$ cat config.mk
export PLATFORM = sky130hd
export DESIGN_NAME = wb_bist_arb
export DESIGN_NICKNAME = d
export VERILOG_FILES = /design/src/rtl/wb_bist_arb.sv
export SDC_FILE = /design/constraint.sdc
export NUM_CORES = 1
export LEC_CHECK = 0
export CAP_MARGIN = 20
export CORE_AREA = 2 2 123 125
export DETAILED_ROUTE_END_ITERATION = 12
export DIE_AREA = 0 0 125 127
export PLACE_DENSITY = 0.59
export SLEW_MARGIN = 20
export SYNTH_ARGS = -nofsm -noshare
export SYNTH_HDL_FRONTEND = slang
export SYNTH_SLANG_ARGS = --single-unit
$ cat constraint.sdc
create_clock -name mclk -period 5.15 [get_ports mclk]
set_clock_uncertainty 0.15 [all_clocks]
set_input_delay 1.03 -clock mclk [delete_from_list [all_inputs] [get_ports mclk]]
set_output_delay 1.03 -clock mclk [all_outputs]
set_load 0.005 [all_outputs]
$ cat src/rtl/wb_bist_arb.sv
// Two-master Wishbone arbiter: host (m0) and BIST engine (m1) share one slave.
// Round-robin on ties, one transfer per grant, and a per-grant response
// timeout that errors the stalled master and latches a sticky flag.
//
// state | meaning
// ------+--------------------------------------------------------------
// IDLE  | no owner; s_cyc_o/s_stb_o low; arbitrate pending requests
// GNT0  | host master owns the slave port for one transfer
// GNT1  | BIST master owns the slave port for one transfer
module wb_bist_arb #(
  parameter int AW      = 32,
  parameter int DW      = 32,
  parameter int TMO_CYC = 255
) (
  input  logic            mclk,
  input  logic            rst_n,
  input  logic            m0_cyc_i,
  input  logic            m0_stb_i,
  input  logic            m0_we_i,
  input  logic [AW-1:0]   m0_adr_i,
  input  logic [DW-1:0]   m0_dat_i,
  input  logic [DW/8-1:0] m0_sel_i,
  output logic            m0_ack_o,
  output logic            m0_err_o,
  output logic [DW-1:0]   m0_dat_o,
  input  logic            m1_cyc_i,
  input  logic            m1_stb_i,
  input  logic            m1_we_i,
  input  logic [AW-1:0]   m1_adr_i,
  input  logic [DW-1:0]   m1_dat_i,
  input  logic [DW/8-1:0] m1_sel_i,
  output logic            m1_ack_o,
  output logic            m1_err_o,
  output logic [DW-1:0]   m1_dat_o,
  output logic            s_cyc_o,
  output logic            s_stb_o,
  output logic            s_we_o,
  output logic [AW-1:0]   s_adr_o,
  output logic [DW-1:0]   s_dat_o,
  output logic [DW/8-1:0] s_sel_o,
  input  logic            s_ack_i,
  input  logic            s_err_i,
  input  logic [DW-1:0]   s_dat_i,
  output logic            tmo_sticky_o,
  input  logic            tmo_clr_i
);

  typedef enum logic [1:0] {
    IDLE = 2'd0,
    GNT0 = 2'd1,
    GNT1 = 2'd2
  } state_t;

  localparam logic [7:0] TMO_LIM = 8'(TMO_CYC);

  state_t          state, state_nxt;
  logic            last_gnt, last_gnt_nxt;
  logic [7:0]      tmo_cnt;
  logic            tmo_fire;
  logic            tmo_sticky;
  logic            req0, req1, resp, gnt, gnt1;
  logic            g_cyc, g_stb, g_we;
  logic [AW-1:0]   g_adr;
  logic [DW-1:0]   g_dat;
  logic [DW/8-1:0] g_sel;

  assign req0 = m0_cyc_i & m0_stb_i;
  assign req1 = m1_cyc_i & m1_stb_i;
  assign resp = s_ack_i | s_err_i;
  assign gnt  = (state != IDLE);
  assign gnt1 = (state == GNT1);

  // Select the request fields of whichever master the state says owns the port
  always_comb begin
    g_cyc = gnt1 ? m1_cyc_i : m0_cyc_i;
    g_stb = gnt1 ? m1_stb_i : m0_stb_i;
    g_we  = gnt1 ? m1_we_i  : m0_we_i;
    g_adr = gnt1 ? m1_adr_i : m0_adr_i;
    g_dat = gnt1 ? m1_dat_i : m0_dat_i;
    g_sel = gnt1 ? m1_sel_i : m0_sel_i;
  end

  // Arbitration, slave-port steering, response routing and timeout detection
  always_comb begin
    state_nxt    = state;
    last_gnt_nxt = last_gnt;
    tmo_fire     = 1'b0;
    s_cyc_o      = 1'b0;
    s_stb_o      = 1'b0;
    s_we_o       = 1'b0;
    s_adr_o      = '0;
    s_dat_o      = '0;
    s_sel_o      = '0;
    m0_ack_o     = 1'b0;
    m0_err_o     = 1'b0;
    m1_ack_o     = 1'b0;
    m1_err_o     = 1'b0;
    case (state)
      IDLE: begin
        // last_gnt==1 means m1 was served last, so m0 wins a tie
        if (req0 && (!req1 || last_gnt)) state_nxt = GNT0;
        else if (req1)                   state_nxt = GNT1;
      end
      GNT0, GNT1: begin
        // A real response beats the timeout; an abandoned cycle is not errored
        tmo_fire = g_cyc && !resp && (tmo_cnt == TMO_LIM);
        s_cyc_o  = g_cyc && !tmo_fire;
        s_stb_o  = g_stb && !tmo_fire;
        s_we_o   = g_we;
        s_adr_o  = g_adr;
        s_dat_o  = g_dat;
        s_sel_o  = g_sel;
        if (gnt1) begin
          m1_ack_o = s_ack_i;
          m1_err_o = s_err_i || tmo_fire;
        end else begin
          m0_ack_o = s_ack_i;
          m0_err_o = s_err_i || tmo_fire;
        end
        if (resp || !g_cyc || tmo_fire) begin
          state_nxt    = IDLE;
          last_gnt_nxt = gnt1;
        end
      end
      default: state_nxt = IDLE;
    endcase
  end

  // State, round-robin pointer and per-grant wait counter (zeroed while idle)
  always_ff @(posedge mclk or negedge rst_n) begin
    if (!rst_n) begin
      state    <= IDLE;
      last_gnt <= 1'b1;
      tmo_cnt  <= 8'd0;
    end else begin
      state    <= state_nxt;
      last_gnt <= last_gnt_nxt;
      tmo_cnt  <= gnt ? tmo_cnt + 8'd1 : 8'd0;
    end
  end

  // Sticky timeout flag; a new timeout outranks a clear in the same cycle
  always_ff @(posedge mclk or negedge rst_n) begin
    if (!rst_n)         tmo_sticky <= 1'b0;
    else if (tmo_fire)  tmo_sticky <= 1'b1;
    else if (tmo_clr_i) tmo_sticky <= 1'b0;
  end

  assign tmo_sticky_o = tmo_sticky;
  assign m0_dat_o     = s_dat_i;
  assign m1_dat_o     = s_dat_i;

endmodule
==> results.toml <==
[synth]
postSynthAreaPerCell_sq_um = 7.57
syn-num-nets = 470
ys_seq_area_frac = 0.138
synth_area_sq_um = 2180
synth_cell_types = 34
async_reset_ff_frac = 1.00
syn_inst = 288
yosys.area.top_type_share = 0.321
synth_enable_flop_cells = 0
yosys_warnings = 0
yosysMostFrequentCell = "nor2_1"
ys_top_cells_by_count = "80 x nor2_1, 70 x mux2i_1, 64 x buf_4, 11 x dfrtp_1"
leading_post_synthesis_cells_by_cell_area = "mux2i_1 32%, buf_4 22%, nor2_1 14%, dfrtp_1 13%, buf_2 2.1%"
number_of_flip_flops_and_latches_in_the_synthesized_netlist = 12
synth_largest_area_cell = "mux2i_1"
ys.flop_type = "dfrtp_1"

[route]
drt-total-wl_um = 8690
drt_pass1_iterations = 4
vias_per_instance = 3.96
vias = 2454
drt_iter0_drc = 54
post-route-drc-count = 0
postRouteAntennaNets = 0
detail_route.wl_per_cell_um = 14.0

[worst_setup_path]
worst_setup_path_start_kind = "input pin"
crit_family = "buffers and inverters"
critical_path.slowest_cell = "clkdlybuf4s50_1"
worst_ep_arrival_time_ns = 2.88
worstSetupEndpointType = "output pin"
critPathRequiredTime_ns = 3.97
timing.critical_path.slowest_cell_delay_ns = 0.50
cp.buffers_inverters = 2
rr_startpoint = "state[0]"
critPathMaxFanout = 3
worst_r2r_endpoint = "state[0]"
ff_to_ff_path_depth = 6
critPathKind = "input pin to output pin"
critical-path-top-cell-by-count = "clkdlybuf4s50_1"
path_cells = "clkdlybuf4s50_1, mux2i_2, and4bb_1, nand2b_1, nor2_1, clkdlybuf4s50_1"
worst-r2r-setup-slack_ns = 3.04

[global_routing]
antenna_violations_before_repair = 0
grt_usage = 0.100
global_route_wire_length_before_repair_um = 13100
grt_max_degree = 40
grt.overflow.total = 0
via_count_of_the_first_global_routing_pass = 2555

[floorplan]
die-width_um = 125
design.core.area_sq_um = 14400
floorplan.initialDensity = 0.151
floorplan_die_height_um = 127
top_level_ports = 319
placementRows = 44
die_area_sq_um = 15900

[power]
total_power_mw = 1.96
worst_supply_voltage_drop_on_vdd_uv = 187
power.static_leakage_nw = 1.54
powerDensity_nw_per_um2 = 466

[sta]
grt_setup_unrepaired = "no"
timing.slew.headroom = 0.550
timing.setup.tns_ns = 0
final.min_clock_period_ns = 4.06
timing.final.hold_violations = 0
slew_viol_final = 0
final_min_period_over_clock_period = 0.787
worst_slew_pin_slew_ns = 0.674
maxClockFrequency_ghz = 0.247
timing.final.setup_violations = 0

[layout]
number_of_diodes = 0
multi_input_area_sq_um = 1310
final.fill_count = 1539
seqCellArea_sq_um = 302
area.growth.synth_to_final_pct = 92.5
layout-drive-gt1-share = 0.0299
layout_net_count = 618

[clocking]
cts_inserted_buffers = 3
clkSlewWorstSetupHoldPaths_ns = 0.04
clk_latency_ns = 0.24
hold_buffers = 0
cts-htree-levels = 1
postCtsResizedCells = 0
numClockSinks = 12
cts.repair_timing.setup_buffer_count = 0
tritoncts = "done"
cts_root_buf = "clkbuf_16"
cts-root-to-sink-buffers = 2

[placed_design]
port_buffers = 222
place.detailed.hpwl_um = 7350
gp_congestion = 0.733

[hold_path]
hold_class = "flip-flop to flip-flop"
holdPathStages = 1
hold_path_end = "tmo_cnt[0]"
hp-start = "tmo_cnt[0]"

[outcome]
status = "complete, no violations"

[flow_run]
cap_viol_max_count = 0
## layer usage
layer	global-route usage	wire length, um	vias up
met5	0	0	-
met4	0.0229	114	0
met3	0.0348	931	20
met2	0.196	4580	159
met1	0.102	3060	1093
li1	-	-	1182
## report_power, final
group / leakage, nW / switching [mW] / internal (mW)
clock network: 0.0442 / 0.0385 / 0.117
registers: 0.161 / 0.0177 / 0.115
logic: 1.34 / 0.712 / 0.955
## final cells by class
| cell class | instances | share of cell area |
|---|---|---|
| tap | 184 | 0.0548 |
| sequential | 12 | 0.0718 |
| timing repair buffer | 225 | 0.535 |
| multi-input combinational | 189 | 0.313 |
| inverter | 5 | 0.00447 |
| clock buffer | 4 | 0.0212 |
## per-stage QoR
step	instance area (sq um)	setup WS, ns	utilization	cells	hold slack [ns]
floorplan	2180	2.17	-	288	0.315
finish	4200	1.09	0.291	619	0.352
detailed placement	4110	1.12	0.285	615	0.348
CTS	4200	1.11	0.291	619	0.352
global route	4200	1.01	0.291	619	0.393
global placement	4110	1.10	0.285	615	0.343
## worst max path at each step
stage | from | endpoint | slack, ns | cells after the start
final | m1_cyc_i | s_stb_o | 1.09 | 6
after global routing | m0_cyc_i | s_stb_o | 1.01 | 6
after CTS | m1_cyc_i | s_stb_o | 1.11 | 6
after detailed placement | m1_cyc_i | s_stb_o | 1.12 | 6
after global placement | m1_cyc_i | s_cyc_o | 1.10 | 6
after floorplan | s_err_i | m0_err_o | 2.17 | 4
## layout by cell type, fill, tap and decap left out, types with 2 or more instances in the layout
cell / Yosys / final
clkbuf_16: 0 / 3
ha_1: 3 / 2
buf_4: 64 / 3
xor2_1: 5 / 5
nand3_1: 3 / 3
nor2_1: 80 / 80
inv_1: 4 / 4
nand2_1: 4 / 4
o21ai_0: 2 / 2
clkdlybuf4s50_1: 0 / 222
mux2i_1: 70 / 70
dfrtp_1: 11 / 11
and3_1: 3 / 3
## kinds of logic after synthesis
kind of cell    Yosys count  synth area share
compound gates           10            0.0367
xor+xnor                  6            0.0241
fa+ha+maj                 3            0.0172
buf+inv                  87             0.265
flops                    12             0.138
mux                      71             0.328
simple gates             99             0.191
## sequential cells by signal, summed over array words and instances (netlist names)
signal	flops
tmo_cnt	8
state	2
last_gnt	1
tmo_sticky_o	1
Note: power is estimated with default switching activity, not from simulation.
